[src/rtl/text_buffer_pkg.sv]
// Shared types and constants for the writable character buffer:
// FSM state encoding, control codes and the printable range.
package text_buffer_pkg;

    typedef enum logic [2:0] {
        ST_CLEAR,
        ST_IDLE,
        ST_SCROLL_RD,
        ST_SCROLL_WR,
        ST_SCROLL_BLANK
    } state_e;

    localparam logic [7:0] CHR_BS = 8'h08;
    localparam logic [7:0] CHR_LF = 8'h0A;
    localparam logic [7:0] CHR_FF = 8'h0C;
    localparam logic [7:0] CHR_CR = 8'h0D;

    localparam logic [7:0] CHR_PRINT_LO = 8'h20;
    localparam logic [7:0] CHR_PRINT_HI = 8'h7E;

endpackage

[src/rtl/text_buffer_mem.sv]
// Character RAM: one write port, two registered read ports (display and scroll copy).
// Reads have 1-cycle latency; out-of-range addresses read as BLANK_CHAR, out-of-range writes are dropped.
module text_buffer_mem
    import text_buffer_pkg::*;
#(
    parameter int                   DEPTH      = 120,
    parameter int                   ADDR_BITS  = 8,
    parameter int                   CHAR_BITS  = 8,
    parameter logic [CHAR_BITS-1:0] BLANK_CHAR = 8'h20
) (
    input  logic                 clk_i,
    input  logic                 rst_i,
    input  logic                 we_i,
    input  logic [ADDR_BITS-1:0] waddr_i,
    input  logic [CHAR_BITS-1:0] wdata_i,
    input  logic [ADDR_BITS-1:0] a_addr_i,
    output logic [CHAR_BITS-1:0] a_data_o,
    input  logic [ADDR_BITS-1:0] b_addr_i,
    output logic [CHAR_BITS-1:0] b_data_o
);

    localparam int MEM_AW = (DEPTH > 1) ? $clog2(DEPTH) : 1;
    localparam logic [ADDR_BITS-1:0] DEPTH_A = ADDR_BITS'(DEPTH);

    logic [CHAR_BITS-1:0] mem_q [DEPTH];
    logic [CHAR_BITS-1:0] a_data_q;
    logic [CHAR_BITS-1:0] b_data_q;

    always_ff @(posedge clk_i) begin
        if (we_i && (waddr_i < DEPTH_A)) begin
            mem_q[waddr_i[MEM_AW-1:0]] <= wdata_i;
        end
    end

    // The display port resets to blank so the first read after reset is defined.
    always_ff @(posedge clk_i) begin
        if (rst_i) begin
            a_data_q <= BLANK_CHAR;
        end else if (a_addr_i < DEPTH_A) begin
            a_data_q <= mem_q[a_addr_i[MEM_AW-1:0]];
        end else begin
            a_data_q <= BLANK_CHAR;
        end
    end

    always_ff @(posedge clk_i) begin
        if (b_addr_i < DEPTH_A) begin
            b_data_q <= mem_q[b_addr_i[MEM_AW-1:0]];
        end else begin
            b_data_q <= BLANK_CHAR;
        end
    end

    assign a_data_o = a_data_q;
    assign b_data_o = b_data_q;

endmodule

[src/rtl/text_buffer.sv]
// Writable text buffer: cursor + control-code handling over a tile RAM; reads are 1-cycle registered.
// out_char_ready drops during clear/scroll; TEXT_BUFFER_SCROLL_EN selects scroll instead of wrap at screen end.
module text_buffer
    import text_buffer_pkg::*;
#(
    parameter int                   TEXT_COLS  = 20,
    parameter int                   TEXT_ROWS  = 6,
    parameter int                   ADDR_BITS  = 8,
    parameter int                   CHAR_BITS  = 8,
    parameter logic [CHAR_BITS-1:0] BLANK_CHAR = 8'h20
) (
    input  logic                         in_clk,
    input  logic                         in_rst,
    input  logic [CHAR_BITS-1:0]         in_char,
    input  logic                         in_char_valid,
    output logic                         out_char_ready,
    input  logic [ADDR_BITS-1:0]         in_rd_addr,
    output logic [CHAR_BITS-1:0]         out_rd_data,
    output logic [$clog2(TEXT_COLS)-1:0] out_cursor_x,
    output logic [$clog2(TEXT_ROWS)-1:0] out_cursor_y,
    output logic                         out_busy
);

    localparam int CX_W       = $clog2(TEXT_COLS);
    localparam int CY_W       = $clog2(TEXT_ROWS);
    localparam int CELLS      = TEXT_ROWS * TEXT_COLS;
    localparam int COPY_CELLS = (TEXT_ROWS - 1) * TEXT_COLS;

    localparam logic [ADDR_BITS-1:0] LAST_A      = ADDR_BITS'(CELLS - 1);
    localparam logic [ADDR_BITS-1:0] COPY_LAST_A = ADDR_BITS'(COPY_CELLS - 1);
    localparam logic [ADDR_BITS-1:0] COLS_A      = ADDR_BITS'(TEXT_COLS);
    localparam logic [CX_W-1:0]      LAST_COL    = CX_W'(TEXT_COLS - 1);
    localparam logic [CY_W-1:0]      LAST_ROW    = CY_W'(TEXT_ROWS - 1);

    state_e               state_q;
    logic [ADDR_BITS-1:0] cnt_q;
    logic [CX_W-1:0]      cx_q;
    logic [CY_W-1:0]      cy_q;
    logic                 ready_q;
    logic                 busy_q;

    logic                 hs;
    logic                 is_print, is_lf, is_cr, is_bs, is_ff;
    logic                 at_eol, at_last_row;
    logic [ADDR_BITS-1:0] cur_addr;
    logic                 mem_we;
    logic [ADDR_BITS-1:0] mem_waddr;
    logic [CHAR_BITS-1:0] mem_wdata;
    logic [ADDR_BITS-1:0] scr_raddr;
    logic [CHAR_BITS-1:0] scr_rdata;

    assign hs          = in_char_valid && ready_q;
    assign is_print    = (in_char >= CHAR_BITS'(CHR_PRINT_LO)) && (in_char <= CHAR_BITS'(CHR_PRINT_HI));
    assign is_lf       = (in_char == CHAR_BITS'(CHR_LF));
    assign is_cr       = (in_char == CHAR_BITS'(CHR_CR));
    assign is_bs       = (in_char == CHAR_BITS'(CHR_BS));
    assign is_ff       = (in_char == CHAR_BITS'(CHR_FF));
    assign at_eol      = (cx_q == LAST_COL);
    assign at_last_row = (cy_q == LAST_ROW);
    assign cur_addr    = ADDR_BITS'(cy_q) * COLS_A + ADDR_BITS'(cx_q);
    // The scroll copy reads one row ahead of the word it is rewriting.
    assign scr_raddr   = cnt_q + COLS_A;

    // Write port: character writes land on the handshake edge itself.
    always_comb begin
        mem_we    = 1'b0;
        mem_waddr = cnt_q;
        mem_wdata = BLANK_CHAR;
        case (state_q)
            ST_CLEAR, ST_SCROLL_BLANK: begin
                mem_we = 1'b1;
            end
            ST_SCROLL_WR: begin
                mem_we    = 1'b1;
                mem_wdata = scr_rdata;
            end
            ST_IDLE: begin
                if (hs && is_print) begin
                    mem_we    = 1'b1;
                    mem_waddr = cur_addr;
                    mem_wdata = in_char;
                end else if (hs && is_bs && (cx_q != '0)) begin
                    mem_we    = 1'b1;
                    mem_waddr = cur_addr - ADDR_BITS'(1);
                end
            end
            default: begin
                mem_we = 1'b0;
            end
        endcase
    end

    always_ff @(posedge in_clk) begin
        if (in_rst) begin
            state_q <= ST_CLEAR;
            cnt_q   <= '0;
            cx_q    <= '0;
            cy_q    <= '0;
            ready_q <= 1'b0;
            busy_q  <= 1'b1;
        end else begin
            case (state_q)
                ST_CLEAR: begin
                    if (cnt_q == LAST_A) begin
                        state_q <= ST_IDLE;
                        cnt_q   <= '0;
                        ready_q <= 1'b1;
                        busy_q  <= 1'b0;
                    end else begin
                        cnt_q <= cnt_q + ADDR_BITS'(1);
                    end
                end
                ST_IDLE: begin
                    if (hs) begin
                        if (is_print && !at_eol) begin
                            cx_q <= cx_q + CX_W'(1);
                        end else if (is_print || is_lf) begin
                            cx_q <= '0;
                            if (!at_last_row) begin
                                cy_q <= cy_q + CY_W'(1);
                            end else begin
`ifdef TEXT_BUFFER_SCROLL_EN
                                state_q <= (TEXT_ROWS > 1) ? ST_SCROLL_RD : ST_SCROLL_BLANK;
                                cnt_q   <= '0;
                                ready_q <= 1'b0;
                                busy_q  <= 1'b1;
`else
                                cy_q <= '0;
`endif
                            end
                        end else if (is_cr) begin
                            cx_q <= '0;
                        end else if (is_bs) begin
                            if (cx_q != '0) begin
                                cx_q <= cx_q - CX_W'(1);
                            end
                        end else if (is_ff) begin
                            state_q <= ST_CLEAR;
                            cnt_q   <= '0;
                            cx_q    <= '0;
                            cy_q    <= '0;
                            ready_q <= 1'b0;
                            busy_q  <= 1'b1;
                        end
                    end
                end
                ST_SCROLL_RD: begin
                    state_q <= ST_SCROLL_WR;
                end
                ST_SCROLL_WR: begin
                    cnt_q   <= cnt_q + ADDR_BITS'(1);
                    state_q <= (cnt_q == COPY_LAST_A) ? ST_SCROLL_BLANK : ST_SCROLL_RD;
                end
                ST_SCROLL_BLANK: begin
                    if (cnt_q == LAST_A) begin
                        state_q <= ST_IDLE;
                        cnt_q   <= '0;
                        ready_q <= 1'b1;
                        busy_q  <= 1'b0;
                    end else begin
                        cnt_q <= cnt_q + ADDR_BITS'(1);
                    end
                end
                default: begin
                    state_q <= ST_CLEAR;
                    cnt_q   <= '0;
                    ready_q <= 1'b0;
                    busy_q  <= 1'b1;
                end
            endcase
        end
    end

    text_buffer_mem #(
        .DEPTH      (CELLS),
        .ADDR_BITS  (ADDR_BITS),
        .CHAR_BITS  (CHAR_BITS),
        .BLANK_CHAR (BLANK_CHAR)
    ) u_mem (
        .clk_i    (in_clk),
        .rst_i    (in_rst),
        .we_i     (mem_we),
        .waddr_i  (mem_waddr),
        .wdata_i  (mem_wdata),
        .a_addr_i (in_rd_addr),
        .a_data_o (out_rd_data),
        .b_addr_i (scr_raddr),
        .b_data_o (scr_rdata)
    );

    assign out_char_ready = ready_q;
    assign out_busy       = busy_q;
    assign out_cursor_x   = cx_q;
    assign out_cursor_y   = cy_q;

endmodule

[config.mk]
export PLATFORM = sky130hd
export DESIGN_NAME = text_buffer
export DESIGN_NICKNAME = d
export VERILOG_FILES = /design/src/rtl/text_buffer_pkg.sv /design/src/rtl/text_buffer_mem.sv /design/src/rtl/text_buffer.sv
export SDC_FILE = /design/constraint.sdc
export NUM_CORES = 2
export LEC_CHECK = 0
export BUFFER_PORTS_ARGS = -buffer_cell sky130_fd_sc_hd__buf_2
export CORE_MARGIN = 4
export CORE_UTILIZATION = 25
export DETAILED_ROUTE_END_ITERATION = 16
export GPL_TIMING_DRIVEN = 0
export PLACE_DENSITY = 0.42
export RECOVER_POWER = 100
export SLEW_MARGIN = 30
export SYNTH_ARGS = -nofsm -noshare
export SYNTH_HDL_FRONTEND = slang
export SYNTH_HIERARCHICAL = 1
export SYNTH_SLANG_ARGS = --single-unit
[constraint.sdc]
create_clock -name in_clk -period 5.4 [get_ports in_clk]
set_input_delay 0.27 -clock in_clk [delete_from_list [all_inputs] [get_ports in_clk]]
set_output_delay 0.27 -clock in_clk [all_outputs]
set_load 0.03 [all_outputs]
Word level (Yosys, flattened, before mapping). Memories as Yosys holds them, arrays and structs flattened. A register that Yosys moved wholly into a read port is not among the register bits. Cells that the tools add are included.

Register bits: 21. Latch bits: 0. RAM bits: 960. ROM bits: 0. Input bits: 19. Output and inout bits: 18. Word-level logic and storage cells: 120. Memories: 1.

$add $sub $neg: 7. Multipliers: 1. Div/mod/pow operators: 0. Magnitude comparators: 5. Equality and inequality tests: 22. Shifts and indexed selects: 0. Mux-type cells: 51. Bitwise operators: 4. Reductions and logical operators: 23.

Memory list: u_mem.mem_q (words 120, bits a word 8, read ports 2, clocked after memory_dff 2, wr ports 1, line text_buffer_mem.sv:25) `logic [CHAR_BITS-1:0] mem_q [DEPTH];`.

Operators by type and width (count): 2-to-1 mux 8 bit (11); == test 8 x 4 -> 1 bit, second input constant (4); one-hot mux 8 bit (4 select lines) (1); 2-to-1 mux 3 bit (10); 2-to-1 mux 5 bit (6); < comparator 8 x 7 -> 1 bit, second input constant (3); 2-to-1 mux 1 bit (18); == test 8 x 7 -> 1 bit, second input constant (2); one-hot mux 8 bit (2 select lines) (1); AND reduction 7 bit (2); inequality test 2 bit, second input constant (6); one-hot mux 3 bit (4 select lines) (1); nonzero test 5 bit (2); adder 8 x 1 -> 8 bit, second input constant (1); adder 8 x 5 -> 8 bit (1); adder 8 x 5 -> 8 bit, second input constant (1); greater-or-equal comparator 8 x 6 -> 1 bit, second input constant (1); <= comparator 8 x 7 -> 1 bit, second input constant (1); AND reduction 8 bit (1); subtractor 8 x 1 -> 8 bit, second input constant (1); logical AND 1 bit (7); == test 3 x 2 -> 1 bit, second input constant (2); == test 3 bit, second input constant (2); multiplier 3 x 3 -> 6 bit, second input constant (1); other kinds (18) (27).

Logic depth before layout (Yosys ltp).
Word-level depth: 10. Mapped depth: 15.

Cells and area by module. Netlist, hierarchy kept.

Modules (own cells, without submodules): text_buffer_mem (instances 1, cells each 2318, area an instance 45721.4 sq um, seq. area each 29148.0 sq um); text_buffer (instances 1, cells each 268, area an instance 2043.2 sq um, seq. area each 420.4 sq um).

Worst setup path after synthesis. No wires, ideal clock.

Path kind: input to register. Start: input in_char[6]. End: memory u_mem.mem_q[0][5], data pin. Setup time: 0.847 ns. Data arrival time: 4.322 ns. Required time: 4.553 ns. Slack: 0.231 ns. Stages: 7. Path buffers: 1. Path through: clkbuf_2 > nand3_1 > o21ai_2 > nor2_1 > nand2_1 > nor2_1 > a21oi_1.

Cells in the longest elaborated chain, start to end: 5. Elaborated cells on any way between the ends: 6.

Ends and longest elaborated chain: start, declared (line text_buffer.sv:14) `input logic [CHAR_BITS-1:0] in_char,`; greater-or-equal comparator 8 x 6 -> 1 bit or <= comparator 8 x 7 -> 1 bit (tied branches) (line text_buffer.sv:53) `assign is_print = (in_char >= CHAR_BITS'(CHR_PRINT_LO)) && (in_char <= CHAR_BITS'(CHR_PRINT_HI));`; logical AND 1 bit (*) (line text_buffer.sv:53); logical AND 1 bit (*) (line text_buffer.sv:78) `if (hs && is_print) begin`; 2-to-1 mux 8 bit (*) (line text_buffer.sv:78); one-hot mux 8 bit (2 select lines) (*) (line text_buffer.sv:69) `case (state_q)`; net mem_wdata[5] (line text_buffer.sv:48) `logic [CHAR_BITS-1:0] mem_wdata;`; end, declared (line text_buffer_mem.sv:25).

Mark *: on every way through the listed nets, which the timed path passes. The rest lies on a longest branch.

Worst setup path in the final report.
Start: register cnt_q[0]. End: register u_mem.b_data_q[7] (netlist: u_mem/b_data_o[7]) (read register of u_mem.mem_q).

Cells in the longest elaborated chain, start to end: 3.

Ends and longest elaborated chain: start, declared (line text_buffer.sv:36) `logic [ADDR_BITS-1:0] cnt_q;`; start signal, assigned (line text_buffer.sv:110) `cnt_q <= cnt_q + ADDR_BITS'(1);`; start signal, assigned (line text_buffer.sv:151) `cnt_q <= cnt_q + ADDR_BITS'(1);`; start signal, assigned (line text_buffer.sv:161) `cnt_q <= cnt_q + ADDR_BITS'(1);`; adder 8 x 5 -> 8 bit (*) (line text_buffer.sv:62) `assign scr_raddr = cnt_q + COLS_A;`; < comparator 8 x 7 -> 1 bit (line text_buffer_mem.sv:47) `if (b_addr_i < DEPTH_A) begin`; zero test 1 bit (no source line); end, declared (line text_buffer_mem.sv:27) `logic [CHAR_BITS-1:0] b_data_q;`.

Every way passes the cells marked *; elsewhere a longest branch is shown, timed or not. A chain may end at the register's enable or synchronous reset.

==> summary.txt <==
Setup path
  – R2R depth: 10
  – Worst r2r src: cnt_q[0]
  – CP max FO: 10
  – Worst path arrival time: between 5000 and 6000 ps
  – Slowest-stage cell, CP: clkbuf_2
  – CP max stage delay: 780 ps
  – WP data required: 5890 ps
  – WS Path Type: register to register
  – Buf/Inv on CP: 6
  – CP top delay family: buffers and inverters
  – R2R Setup Slk: -70 ps
  – Critical Path, Cell by Cell: clkbuf_2, buf_6, buf_4, buf_6, buf_6, clkbuf_2, mux2i_1, a21oi_1, o21ai_0, a31oi_1
  – Crit. End Element: register
  – Reg-to-reg endpoint: u_mem/b_data_o[7]
  – Crit path launch type: register
  – Most used cell, CP: buf_6

Route
  – Routed vias: ~31000
  – ANT nets after route: 0
  – WL final: between 200000 and 250000 um
  – Routed len/inst: 42.4 um
  – Mean number of vias per cell: 5.82
  – DR iter-0 viols: approximately 5000
  – Residual DRC: 0
  – Router iterations before antenna repair: 6

STA
  – Worst rel slew slack: -1.09
  – Slew @ Worst Pin: 3130 ps
  – Final cycle utilization of the critical path: 1.01
  – F_max: approximately 180 MHz
  – RSZ-0062 raised after global routing: true
  – # setup viols final: 2
  – Fin. max-slew vios: approximately 490
  – Final Hold Fails: 0
  – Final period demand of the worst path: 5470 ps
  – Clock skew: approximately 45 ps
  – Setup ws final: -73.6 ps

Clock tree
  – Clk buf depth: 3
  – CTS Buf Count: around 110
  – Clock transition at the registers of the reported paths: ~60 ps
  – # hold bufs at CTS: 0
  – Post-CTS Setup Inserts: 0
  – Post_cts resized: 11
  – Clock Latency Late Sink: 760 ps
  – Max H-tree Level: 3
  – CTS tree: yes
  – Root Driver: clkbuf_16
  – Clock Sinks: 997

Hold path
  – Hold path depth: 5
  – Hold Crit Start: in_char_valid
  – WHS Endpoint: out_cursor_y[0]
  – Type of the worst min-delay path: input port to register

Pwr
  – P_leak: 16.8 nW
  – Max VDD drop: 0.000286 V
  – Pwr Density: 321 nW/um2
  – Total Power: about 18 mW

Layout
  – Layout cells sized above 1: 0.350
  – Most frequent cells in the layout: 960 x edfxtp_1, 476 x mux4_2, 125 x mux2i_1, 117 x clkbuf_16, 83 x nor2_1
  – Most common cell after layout, fill and taps aside: edfxtp_1
  – Final Cell Area: 55800 um2
  – Fill cell count: 18584
  – Core Util, Final: 0.294
  – Final Net Count: between 2000 and 3000
  – Synth-to-layout area growth: 16.8%

Synthesis
  – Syn nets: between 2000 and 3000
  – Asr flop ratio synth: 0
  – Synth top area share: 0.604
  – Synthesized cell area: between 40000 and 50000 um2
  – Gate Count Post-Synth: approximately 2600
  – EDFF count, synth: 960
  – Syn avg cell area: approximately 18 um2
  – Synth unique cells: 86
  – Synth area leaders: edfxtp_1 60%, mux4_2 22%, mux2i_1 2.6%
  – Largest area contributor in the netlist: edfxtp_1
  – Count of state elements after synthesis: ~1000
  – Register area share after synthesis: 0.619
  – Synth warnings: 6
  – Top_reg_cell synth: edfxtp_1

Outcome
  – Outcome: finished with violations
  – Failing checks: max-capacitance violations, max-slew violations, negative setup slack

Global route
  – Total GRT Usage: 0.225
  – Initial antenna violation count: 21
  – GRT Residual Overflow: 0
  – Largest net degree at the start of global routing: 65
  – Number of global-route vias before repair: 30452
  – First-pass GRT wire length: between 200000 and 300000 um

Placement
  – Placed Area: between 50000 and 60000 um2
  – Port buffer count: 28
  – Gpl congestion: 0.980
  – DP HPWL: approximately 160000 um

Run
  – Max-Cap Viols: 11

Floorplanning
  – Die Width: 445 um
  – I/O pin cnt: 37
  – Die area: 198000 um2
  – Die Y: between 400 and 500 um
  – Std-Cell Rows: between 150 and 200
  – Starting density of the core: 0.251
  – Core area: 190000 um2
## routing by layer
| metal | track usage | vias to the layer above | wire [um] | share of wire |
|---|---|---|---|---|
| met5 | 0 | - | 83 | 0.00036 |
| met4 | 0.104 | 12 | 13400 | 0.059 |
| met3 | 0.0728 | 531 | 26100 | 0.11 |
| met2 | 0.345 | 2298 | 101000 | 0.44 |
| met1 | 0.290 | 17040 | 87000 | 0.38 |
| li1 | - | 11411 | - | - |
## cells by family (layout without fill, tap and decap cells)
kind of cell,count (synthesis),after routing,share of synthesized area
compound gates,292,292,0.0432
xor+xnor,12,12,0.00220
fa+ha+maj,14,14,0.00382
buf+inv,204,480,0.0254
flops,997,997,0.619
mux,642,642,0.264
other cells,0,6,0
simple gates,425,425,0.0425
## stage by stage
| step | setup slack, ps | hold WS (ps) | cells | TNS [ps] |
|---|---|---|---|---|
| 3_3_place_gp | -4760 | 501 | 5125 | -1195300 |
| 2_1_floorplan | 231 | 433 | 2586 | 0 |
| 4_1_cts | -159 | 25.4 | 5372 | -6480 |
| 6_report | -73.6 | 151 | 5379 | -81.5 |
| 3_5_place_dp | -342 | 517 | 5162 | -15390 |
| 5_1_grt | -20.1 | 139 | 5373 | -616 |
## sequential cells by signal, summed over array words and instances, names as in the netlist
name	count
u_mem/mem_q	960
cnt_q	8
u_mem/a_data_o	8
u_mem/b_data_o	8
out_cursor_x	5
out_cursor_y	3
state_q	3
out_busy	1
out_char_ready	1
## worst reg2reg max path: cells and delay by family, from the launching register on
family	cells	cell delay, ps
AOI/OAI and AO/OA	3	1280
buffers and inverters	6	3080
DFF	1	510
muxes	1	350
## cell usage after synthesis (25+ instances only)
| master | number |
|---|---|
| o21ai_0 | 25 |
| nand2_1 | 75 |
| buf_4 | 41 |
| edfxtp_1 | 960 |
| nor2_1 | 183 |
| a31oi_1 | 30 |
| nor2b_1 | 36 |
| buf_2 | 56 |
| a22oi_1 | 40 |
| mux2i_1 | 126 |
| clkbuf_1 | 50 |
| mux4_2 | 476 |
| nand3_1 | 38 |
| dfxtp_1 | 37 |
| a21oi_1 | 46 |
| a211oi_1 | 26 |
| mux2_2 | 29 |
## worst max path at each step
| stage | slack [ps] | startpoint | endpoint | depth (start not counted) |
|---|---|---|---|---|
| after global placement | -4760 | in_char[0] | u_mem/mem_q[61][5] | 7 |
| after CTS | -160 | out_cursor_x[2] | u_mem/mem_q[86][7] | 14 |
| after detailed placement | -340 | out_cursor_x[2] | u_mem/mem_q[94][1] | 14 |
| after global routing | -20 | out_cursor_x[2] | u_mem/mem_q[83][1] | 15 |
| after floorplan | 230 | in_char[6] | u_mem/mem_q[0][5] | 7 |
| final | -70 | cnt_q[0] | u_mem/b_data_o[7] | 10 |
## where the power goes
part | leakage [nW] | internal (mW) | switching [mW]
logic | 6.25 | 0.575 | 1.30
clock network | 1.78 | 4.36 | 3.29
registers | 8.79 | 8.38 | 0.0162
## area by class of cell
class,count,area [um2],area share
Timing Repair Buffer,66,684,0.0123
Buffer,184,1180,0.0212
Inverter,20,75.1,0.00135
Clock inverter,63,537,0.00962
Sequential cell,997,29600,0.530
Tap cell,2511,3140,0.0563
Antenna cell,6,15.0,0.000269
Clock buffer,147,3090,0.0554
Multi-Input combinational cell,1385,17500,0.314
No activity file was read; power rests on OpenSTA's default activity.
